### src/rtl/gf2_xor_accum_ctrl.sv
`default_nettype none
// +----------------------------------------------------------------------------+
// | gf2_xor_accum_ctrl: reduces a framed stream of two-vector beats into one   |
// | GF(2) XOR result using a shared 3-input XOR tree and a running accumulator.|
// | Revision: 1.0                                                              |
// +----------------------------------------------------------------------------+

module xor_tree_3_35 (
    input  logic [34:0] in_a,
    input  logic [34:0] in_b,
    input  logic [34:0] in_c,
    output logic [34:0] out_x
);
    assign out_x = in_a ^ in_b ^ in_c;
endmodule

module gf2_xor_accum_ctrl #(
    parameter int WIDTH     = 35,
    parameter int MAX_BEATS = 16,
    parameter int CNT_W     = 5
) (
    input  logic               clk,
    input  logic               rst,
    input  logic               s_valid,
    output logic               s_ready,
    input  logic [2*WIDTH-1:0] s_data,
    input  logic               s_b_en,
    input  logic               s_last,
    output logic               m_valid,
    input  logic               m_ready,
    output logic [WIDTH-1:0]   m_data,
    output logic               m_overflow,
    output logic [CNT_W-1:0]   m_beats
);
    localparam logic             ST_ACC  = 1'b0;
    localparam logic             ST_OUT  = 1'b1;
    localparam logic [CNT_W-1:0] MAX_CNT = CNT_W'(MAX_BEATS);

    logic             state_q, state_d;
    logic [WIDTH-1:0] acc_q, acc_d;
    logic [CNT_W-1:0] beat_cnt_q, beat_cnt_d;
    logic             m_valid_q, m_valid_d;
    logic [WIDTH-1:0] m_data_q, m_data_d;
    logic             m_overflow_q, m_overflow_d;
    logic [CNT_W-1:0] m_beats_q, m_beats_d;

    logic [WIDTH-1:0] b_masked;
    logic [WIDTH-1:0] x;
    logic [CNT_W-1:0] cnt_inc;
    logic             accept;
    logic             terminate;

    assign b_masked  = s_data[2*WIDTH-1:WIDTH] & {WIDTH{s_b_en}};
    assign cnt_inc   = beat_cnt_q + 1'b1;
    assign accept    = (state_q == ST_ACC) && s_valid;
    // A job ends on the upstream marker or on the beat that fills the budget.
    assign terminate = s_last || (cnt_inc == MAX_CNT);

    xor_tree_3_35 u_tree (
        .in_a  (acc_q),
        .in_b  (s_data[WIDTH-1:0]),
        .in_c  (b_masked),
        .out_x (x)
    );

    always_ff @(posedge clk) begin
        if (rst) begin
            state_q      <= ST_ACC;
            acc_q        <= '0;
            beat_cnt_q   <= '0;
            m_valid_q    <= 1'b0;
            m_data_q     <= '0;
            m_overflow_q <= 1'b0;
            m_beats_q    <= '0;
        end else begin
            state_q      <= state_d;
            acc_q        <= acc_d;
            beat_cnt_q   <= beat_cnt_d;
            m_valid_q    <= m_valid_d;
            m_data_q     <= m_data_d;
            m_overflow_q <= m_overflow_d;
            m_beats_q    <= m_beats_d;
        end
    end

    always_comb begin
        state_d      = state_q;
        acc_d        = acc_q;
        beat_cnt_d   = beat_cnt_q;
        m_valid_d    = m_valid_q;
        m_data_d     = m_data_q;
        m_overflow_d = m_overflow_q;
        m_beats_d    = m_beats_q;
        case (state_q)
            ST_ACC: begin
                if (accept) begin
                    if (terminate) begin
                        m_data_d     = x;
                        m_beats_d    = cnt_inc;
                        m_overflow_d = !s_last;
                        m_valid_d    = 1'b1;
                        acc_d        = '0;
                        beat_cnt_d   = '0;
                        state_d      = ST_OUT;
                    end else begin
                        acc_d      = x;
                        beat_cnt_d = cnt_inc;
                    end
                end
            end
            default: begin
                if (m_ready) begin
                    m_valid_d = 1'b0;
                    state_d   = ST_ACC;
                end
            end
        endcase
    end

    always_comb begin
        s_ready    = (state_q == ST_ACC);
        m_valid    = m_valid_q;
        m_data     = m_data_q;
        m_overflow = m_overflow_q;
        m_beats    = m_beats_q;
    end
endmodule
`default_nettype wire

### config.mk
export PLATFORM = sky130hd
export DESIGN_NAME = gf2_xor_accum_ctrl
export DESIGN_NICKNAME = d
export VERILOG_FILES = /design/src/rtl/gf2_xor_accum_ctrl.sv
export SDC_FILE = /design/constraint.sdc
export NUM_CORES = 1
export LEC_CHECK = 0
export ABC_AREA = 1
export ABC_CLOCK_PERIOD_IN_PS = 2000
export CORE_ASPECT_RATIO = 1.1
export CORE_MARGIN = 10
export CORE_UTILIZATION = 51
export CTS_BUF_LIST = sky130_fd_sc_hd__clkbuf_4
export DETAILED_ROUTE_END_ITERATION = 6
export GPL_TIMING_DRIVEN = 0
export MAX_ROUTING_LAYER = met4
export PLACE_DENSITY = 0.88
export SKIP_LAST_GASP = 1
export SLEW_MARGIN = 5
export SYNTH_ARGS = -nofsm -noshare
export SYNTH_HDL_FRONTEND = slang
export SYNTH_HIERARCHICAL = 1
export SYNTH_SLANG_ARGS = --single-unit
### constraint.sdc
create_clock -name clk -period 2 [get_ports clk]
set_input_delay 0.4 -clock clk [delete_from_list [all_inputs] [get_ports clk]]
set_output_delay 0.4 -clock clk [all_outputs]
set_load 0.05 [all_outputs]
# Word level (Yosys, flattened, before mapping)
# Index checks and enable logic that the tools add are counted.
[word_totals]
reg_bits = 83
in_bits = 76
wordCells = 32
[classes]
addsub = 1
eq_ne = 2
muxes = 10
n_bitwise = 4
n_reduce_logical = 8
[ops]
columns = ["op", "n"]
rows = [
  ["35-bit bitwise XOR", 2],
  ["35-bit bitwise AND", 1],
  ["35-bit 2-to-1 mux", 1],
  ["1-bit 2-to-1 mux", 8],
  ["3-bit AND reduction", 2],
  ["5-bit by 1-bit adder with 5-bit output (second input constant)", 1],
  ["5-bit equality test (second input constant)", 1],
  ["5-bit 2-to-1 mux", 1],
  ["2-bit nonzero test", 2],
  ["2-bit inequality test (second input constant)", 1],
  ["2-bit AND reduction", 1],
  ["1-bit logical AND", 1],
  ["1-bit logical NOT", 1],
  ["1-bit logical OR", 1],
  ["1-bit inverter", 1],
]

# Longest topological paths before layout
# Gate-level depths: netlist (run 1).
[logic_depth]
word_depth = 6
mapped_depth = 11

# By module
# Netlist (run 1), hierarchy kept.
[modules_own_cells]
columns = ["mod", "n_inst", "cells_each", "area_per_inst_um2", "seq_area_each_um2"]
rows = [
  ["gf2_xor_accum_ctrl", 1, 470, 3514.6, 1661.6],
  ["xor_tree_3_35", 1, 315, 1226.2, 0.0],
]

# Least setup slack after synthesis (run 1)
# OpenSTA, ideal clock, no wires.
[synth_timing]
kind = "flip-flop to flip-flop"
start = "register beat_cnt_q[0]"
end = "register m_data_q[16] (netlist: m_data[16])"
setup_time_ps = 129
t_arrival_ps = 1343
required_ps = 1871
setup_slack_ps = 528
stages_incl_launch_ff = 11
n_path_buf = 1
period_less_slack_ps = 1472
path_cell_list = "dfxtp_1 > ha_1 > nand3_1 > nand2_1 > nand2_1 > nand3_2 > nand2_4 > nand2_4 > buf_4 > nand3_1 > o21ai_0"
[synth_via]
elab_chain_cells = 4
[synth_rtl]
columns = ["item", "line_no", "rtl"]
rows = [
  ["from (decl)", "41", "logic [CNT_W-1:0] beat_cnt_q, beat_cnt_d;"],
  ["from (signal assigned)", "78", "beat_cnt_q <= beat_cnt_d;"],
  ["5-bit by 1-bit adder with 5-bit output", "54", "assign cnt_inc = beat_cnt_q + 1'b1;"],
  ["5-bit equality test", "57", "assign terminate = s_last || (cnt_inc == MAX_CNT);"],
  ["1-bit logical OR", "57", ""],
  ["3-bit AND reduction (no line)", "-", ""],
  ["to (signal assigned)", "80", "m_data_q <= m_data_d;"],
  ["to (decl)", "43", "logic [WIDTH-1:0] m_data_q, m_data_d;"],
]
# Every way passes these cells.
# A chain may end at the register's enable or synchronous reset.

# Worst setup path after layout (run 1)
[layout_timing]
start = "register m_overflow_q (netlist: m_overflow)"
end = "output m_overflow"
[layout_lines]
columns = ["item", "line_no", "rtl"]
rows = [
  ["from (decl)", "44", "logic m_overflow_q, m_overflow_d;"],
  ["from (signal assigned)", "81", "m_overflow_q <= m_overflow_d;"],
  ["to (decl)", "32", "output logic m_overflow,"],
]
# No word-level cell between the ends.

==> results of run 1 <==
==> Yosys cell counts <==
cell      number  share of area, %
nand4_1        2              0.26
buf_1          3              0.24
mux2i_1       17               3.6
buf_6          5               1.2
clkbuf_1      11              0.87
nand2_1      285                23
a21oi_1        7              0.74
nand2_4        3              0.71
a21oi_2       12               2.2
nor2_1        56               4.4
dfxtp_1       83                35
o21ai_1        1              0.11
buf_2          3              0.32
inv_2          3              0.24
a211oi_1       1              0.16
nand2_2        1              0.13
nand3_1       85               9.0
xnor2_1        1              0.18
o21ai_0       29               3.1
buf_4          8               1.3
nand3_2        1              0.21
inv_1        167                13
ha_1           1              0.26
==> final cells by class <==
class / instances / area share [%]
Multi-Input combinational cell: 502 / 36.9
Clock buffer: 9 / 1.11
Buffer: 30 / 3.01
Inverter: 170 / 10.4
Tap cell: 114 / 2.33
Timing Repair Buffer: 117 / 18.4
Clock inverter: 6 / 0.553
Sequential cell: 83 / 27.2
==> per-stage QoR <==
step	utilization (%)	std cells	area [sq um]	setup slack [ns]	TNS, ns
floorplan	-	785	4740	0.528	0
global placement	67.5	1016	6050	0.0177	0
detailed placement	67.5	1016	6050	-0.0375	-0.0375
CTS	68.1	1031	6100	0.00346	0
global route	68.2	1031	6110	0.190	0
finish	68.2	1031	6110	0.229	0
==> report_power, final <==
| group | internal [W] | leakage [nW] | total (W) | switching, W |
|---|---|---|---|---|
| Clock | 0.000238 | 0.0550 | 0.000815 | 0.000577 |
| Sequential | 0.00176 | 0.679 | 0.00182 | 0.0000615 |
| Combinational | 0.000401 | 2.65 | 0.00105 | 0.000646 |
==> final timing paths <==
path | to | cells past startpoint | from | slack, ns
worst min-delay path | m_overflow | 2 | m_overflow | 0.46
worst min register to register | m_overflow | 2 | m_overflow | 0.46
worst max-delay path | m_overflow | 1 | m_overflow | 0.23
worst max register to register | m_data[6] | 9 | beat_cnt_q[0] | 0.32
==> cell families (layout without fill, tap and decap cells) <==
group / after synthesis / after routing
muxes: 17 / 17
and+or+nand+nor: 433 / 433
AOI/OAI and AO/OA: 50 / 50
DFF: 83 / 83
adders and majority gates: 1 / 1
buffers and inverters: 200 / 332
xor gates and xnor gates: 1 / 1
==> what timing repair did <==
action,in CTS,in global routing
pin swaps,0,0
setup endpoints to repair,41,2
resized for setup,41,2
==> flip-flops by register name, indices dropped and copies added (netlist names) <==
register / flops
acc_q: 35
m_valid: 1
m_data: 35
m_overflow: 1
beat_cnt_q: 5
state_q: 1
m_beats: 5
==> routing by layer <==
| metal | GRT usage, % | vias to the layer above | part of all wire [%] | wire length [microns] |
|---|---|---|---|---|
| li1 | - | 2595 | - | - |
| met1 | 21.5 | 2085 | 45 | 5560 |
| met2 | 30.9 | 130 | 47 | 5770 |
| met3 | 5.00 | 18 | 6.9 | 852 |
| met4 | 5.71 | 0 | 1.7 | 211 |
| met5 | - | - | 0 | 0 |
==> run summary, run 1 <==
status -> complete, no violations
Routability Congestion -> 0.806
NumNets Final -> 990
H-tree lvl count -> 3
Post-Synth XOR/XNOR Area -> 0.185%
area grow syn2layout -> 28.9%
total power draw -> 0.00368 W
peak supply drop -> 0.266 mV
Hold Buf Count CTS -> 0
first-pass iteration count of the detailed router -> 5
setup bufs post-CTS -> 0
critical path class -> reg -> out
Storage cell area -> 1660 sq um
fill cell count -> 852
initial core utilization -> 52.9%
post-synth cell types -> 23
synthesized area per cell -> 6.04 sq um
WP data arrival -> 1.37 ns
Die H -> 121 microns
f_max -> 565 MHz
Largest stage delay, worst path -> 0.59 ns
residual DRC count -> 0
Max Slew Vio Count -> 0
GRT Util Overall -> 18.6%
Min-Delay Path Class -> reg -> reg
Max-slew headroom -> 55.0%
vias -> 4828
Syn. warnings -> 6
CP top delay family -> buffers and inverters
crit end category -> output port
Synth Area in Compound Gates -> 6.28%
post-synthesis sequential area ratio -> 35.0%
critical path required time -> 1.60 ns
Rows -> 36
first-pass GRT wire length -> 20.5 mm
CP max stage cell -> dlygate4sd2_1
clock period minus worst slack -> 1.77 ns
wire per inst -> 12.0 microns
DRT Wirelength -> 12.4 mm
CTS tree -> done
CTS Buf Count -> 9
DP HPWL -> 9.50 mm
pin count of the biggest net entering global routing -> 14
commonest non-fill, non-tap cell in the layout -> nand2_1
Worst-Margin Slew -> 0.675 ns
proportion of layout cells with a drive suffix above 1 -> 5.45%
leakage power -> 3.38 nW
most frequent cells in the layout -> nand2_1 (285), inv_1 (167), nand3_1 (85), dfxtp_1 (83), clkdlybuf4s50_1 (74)
# setup viols final -> 0
diodes inserted -> 0
crit path max fanout -> 2
count of input and output buffers -> 117
P per Cell Area -> 602 nW/um^2
unrepaired setup endpoints after global routing -> false
vias in the first global route -> 4442
mux cell area share after synthesis -> 3.59%
#FFs+latches synth -> 83
Final Cycle Share -> 88.5%
Hold Fails Final Rpt -> 0
Num Clock Sinks -> 83
largest family of logic cells by synthesized area -> simple AND/OR/NAND/NOR gates
Die ar. -> 13600 sq um
Post-Synth Adder-Cell Area -> 0.264%
GRT Residual Overflow -> 0
DIE WIDTH -> 112 microns
Synth Area in Simple Gates -> 37.3%
Synth Net Count -> 862
drt via density -> 4.68
cell breakdown of the critical path -> dlygate4sd2_1
Max Cap Violations -> 0
mapped cell area -> 4740 sq um
Final Skew -> 0.0183 ns
area of the multi-input gates -> 2260 sq um
crit path buf inv count -> 1
initial drt markers -> 236
synthesized instance count -> 785
Max clock buf depth -> 2
antenna violations before repair -> 0
core area -> 8960 sq um
hold slack -> 0.458 ns
CP startpoint kind -> register
antenna-violating nets left -> 0
CTS root buffer -> clkbuf_4
clk_lat worst skew -> 0.44 ns
Ports -> 119
clock-pin slew on the worst setup and hold paths -> 0.13 ns
No activity file was read; power rests on OpenSTA's default activity.
==> run 2: changes to the inputs <==
- ABC_AREA: 1 -> default
- TNS_END_PERCENT: default -> 10
==> run 2 against run 1 <==
- the flow now finishes with violations (negative setup slack)
- clock-buffer cell count up 1
- non-clock buffer count up 6
- combinational power barely moved
- routed wire length is 2.1% lower
- final area is 1.3% higher
- worst setup slack worse by 0.28 ns
- critical path depth did not move
- first-iteration DRC count fell by 56%
- via count fell by 27%
- highest routed layer unchanged
==> run summary, run 2 <==
status -> finished, violations left (was complete, no violations)
violated checks -> negative setup slack
vias in the first global route -> 3881 (was 4442)
Largest stage delay, worst path -> 0.84 ns (was 0.59 ns)
Hold Fails Final Rpt -> 0 (unchanged)
DIE WIDTH -> 111 microns (was 112 microns)
CP max stage cell -> clkdlybuf4s50_1 (was dlygate4sd2_1)
Ports -> 119 (unchanged)
commonest non-fill, non-tap cell in the layout -> clkdlybuf4s50_1 (was nand2_1)
count of input and output buffers -> 116 (was 117)
pin count of the biggest net entering global routing -> 15 (was 14)
Max Cap Violations -> 0 (unchanged)
Die H -> 120 microns (was 121 microns)
Synth Net Count -> 495 (was 862)
P per Cell Area -> 669 nW/um^2 (was 602 nW/um^2)
most frequent cells after synthesis -> dfxtp_1 (83), nand2b_1 (74), nand3b_1 (39) (was nand2_1 (285), inv_1 (167), nand3_1 (85))
GRT Residual Overflow -> 0 (unchanged)
crit path max fanout -> 2 (unchanged)
Max-slew headroom -> 54.2% (was 55.0%)
residual DRC count -> 0 (unchanged)
synthesized area per cell -> 11.2 sq um (was 6.04 sq um)
Num Clock Sinks -> 83 (unchanged)
Max clock buf depth -> 2 (unchanged)
crit end category -> output port (unchanged)
mapped cell area -> 4660 sq um (was 4740 sq um)
number of synthesized flops with an enable pin -> 0 (unchanged)
Routability Congestion -> 0.898 (was 0.806)
H-tree lvl count -> 3 (unchanged)
Max Slew Vio Count -> 0 (unchanged)
CP startpoint kind -> register (unchanged)
Post-DP Area -> 5970 sq um (was 6050 sq um)
DRT Wirelength -> 12.1 mm (was 12.4 mm)
f_max -> 489 MHz (was 565 MHz)
wire per inst -> 18.2 microns (was 12.0 microns)
NumNets Final -> 624 (was 990)
first-pass GRT wire length -> 20.1 mm (was 20.5 mm)
clk_lat worst skew -> 0.45 ns (was 0.44 ns)
CTS Buf Count -> 9 (unchanged)
Rows -> 36 (unchanged)
antenna violations before repair -> 1 (was 0)
cell depth of the worst setup path -> 1 (unchanged)
Worst-Margin Slew -> 0.687 ns (was 0.675 ns)
synthesized instance count -> 418 (was 785)
Hold Buf Count CTS -> 0 (unchanged)
R2R Setup Slk -> -0.02 ns (was 0.32 ns)
depth of the worst register-to-register path -> 6 (was 9)
GRT Util Overall -> 18.8% (was 18.6%)
clock period minus worst slack -> 2.05 ns (was 1.77 ns)
largest area contributor in the netlist -> dfxtp_1 (unchanged)
crit path buf inv count -> 1 (unchanged)
post-route setup slack -> -0.0467 ns (was 0.229 ns)
post-synthesis sequential area ratio -> 35.6% (was 35.0%)
most frequent cells in the layout -> clkdlybuf4s50_1 (106), dfxtp_1 (83), nand2b_1 (74), nand3b_1 (39), mux2i_1 (36) (was nand2_1 (285), inv_1 (167), nand3_1 (85), dfxtp_1 (83), clkdlybuf4s50_1 (74))
cell breakdown of the critical path -> clkdlybuf4s50_1 (was dlygate4sd2_1)
antenna-violating nets left -> 0 (unchanged)
critical path required time -> 1.60 ns (about the same)
DP HPWL -> 9.25 mm (was 9.50 mm)
Die ar. -> 13400 sq um (was 13600 sq um)
core area -> 8870 sq um (was 8960 sq um)
# setup viols final -> 28 (was 0)
critical path class -> reg -> out (unchanged)
area share of the largest cell type after synthesis -> 35.6% (was 35.0%)
drt via density -> 5.29 (was 4.68)
CTS tree -> done (unchanged)
area grow syn2layout -> 32.6% (was 28.9%)
initial core utilization -> 52.6% (was 52.9%)
Min-Delay Path Class -> in -> reg (was reg -> reg)
proportion of layout cells with a drive suffix above 1 -> 9.06% (was 5.45%)
first-pass iteration count of the detailed router -> 4 (was 5)
r2r endpoint -> m_beats[0] (was m_data[6])
Worst setup endpoint -> m_data[12] (was m_overflow)
Worst Setup SP -> m_data[12] (was m_overflow)
vias -> 3526 (was 4828)
Final Cycle Share -> 102% (was 88.5%)
most common cell in the netlist -> dfxtp_1 (was nand2_1)
CTS root buffer -> clkbuf_4 (unchanged)
initial drt markers -> 103 (was 236)
WP data arrival -> 1.65 ns (was 1.37 ns)
peak supply drop -> 0.450 mV (was 0.266 mV)
Top FF cell, synth -> dfxtp_1 (unchanged)
post-synth cell types -> 33 (was 23)
reg-to-reg startpoint -> beat_cnt_q[0] (unchanged)
leakage power -> 2.56 nW (was 3.38 nW)
unrepaired setup endpoints after global routing -> true (was false)
hold slack -> 0.358 ns (was 0.458 ns)
Final Skew -> 0.0193 ns (was 0.0183 ns)
ys async rst share -> 0% (unchanged)
#FFs+latches synth -> 83 (unchanged)
Synth area leaders -> dfxtp_1 (36%), xor3_1 (18%), nand2b_1 (9.9%) (was dfxtp_1 (35%), nand2_1 (23%), inv_1 (13%))
clock-pin slew on the worst setup and hold paths -> 0.14 ns (was 0.13 ns)
Syn. warnings -> 6 (unchanged)
post-route cell area -> 6190 sq um (was 6110 sq um)
CP top delay family -> buffers and inverters (unchanged)
==> run 2: kinds of logic (layout without fill, tap and decap cells) <==
family                   Yosys count  after routing  synth area share (%)
adder cells (fa/ha/maj)            1              1                 0.268
multiplexers                      39             39                  8.45
XOR/XNOR                          38             38                  18.4
AO/OA/AOI/OAI                     53             53                  10.5
other                              0              1                     0
flip-flops                        83             83                  35.6
buffers and inverters             37            171                  3.76
AND/OR/NAND/NOR                  167            167                  23.0
==> run 2: layout make-up <==
class	instances	area [sq um]
diodes	1	2.50
multi-input cells	298	2830
clock inverters	6	113
flip-flops and latches	83	1660
inverters	2	7.51
well taps	114	143
clock buffers	10	75.1
repair buffers	118	1190
plain buffers	35	168
fillers	669	2690
==> run 2: worst register-to-register path, cell delays in order (launching register included) <==
cell	delay [ns]
dfxtp_1	0.41
ha_1	0.30
and4b_1	0.29
a22oi_2	0.16
buf_4	0.17
buf_4	0.23
mux2_2	0.36
==> run 2: per-stage QoR <==
stage	utilization [%]	setup WS (ns)	total power, W	TNS, ns	std cells
floorplan	-	0.260	0.00255	0	418
global placement	67.3	-0.248	0.00290	-12.87	648
detailed placement	67.3	-0.295	0.00292	-15.33	648
CTS	69.5	-0.0671	0.00417	-1.70	666
global route	69.7	-0.110	0.00432	-3.90	667
finish	69.7	-0.0467	0.00414	-0.597	667
==> run 2: power by group <==
part / internal, W / switching [W] / leakage (nW)
Sequential: 0.00175 / 0.0000657 / 0.677
Clock: 0.000651 / 0.000604 / 0.101
Combinational: 0.000550 / 0.000515 / 1.78
Total: 0.00295 / 0.00119 / 2.56
==> run 2: layer usage <==
| metal | up-vias | part of all wire (%) | wire, microns | track usage [%] |
|---|---|---|---|---|
| met3 | 23 | 4.7 | 568 | 4.40 |
| li1 | 1717 | - | - | - |
| met1 | 1693 | 41 | 5040 | 21.0 |
| met2 | 93 | 52 | 6260 | 32.8 |
| met4 | 0 | 2.2 | 273 | 5.79 |
| met5 | - | 0 | 0 | - |
==> run 2: worst min path at each step <==
stage          cells past startpoint          to      start
3_5_place_dp                       2     m_valid    m_valid
5_1_grt                            3  m_beats[2]     s_last
3_3_place_gp                       2     m_valid    m_valid
4_1_cts                            3  m_beats[2]     s_last
6_report                           3  m_beats[2]     s_last
2_1_floorplan                      2   acc_q[10]  acc_q[10]
==> run 2: repair_timing <==
action | in CTS | in global routing
pin swaps | 1 | 0
endpoints found under the setup margin | 48 | 70
setup buffers | 2 | 0
resized for setup | 3 | 7
endpoints found under the hold margin | 0 | 0
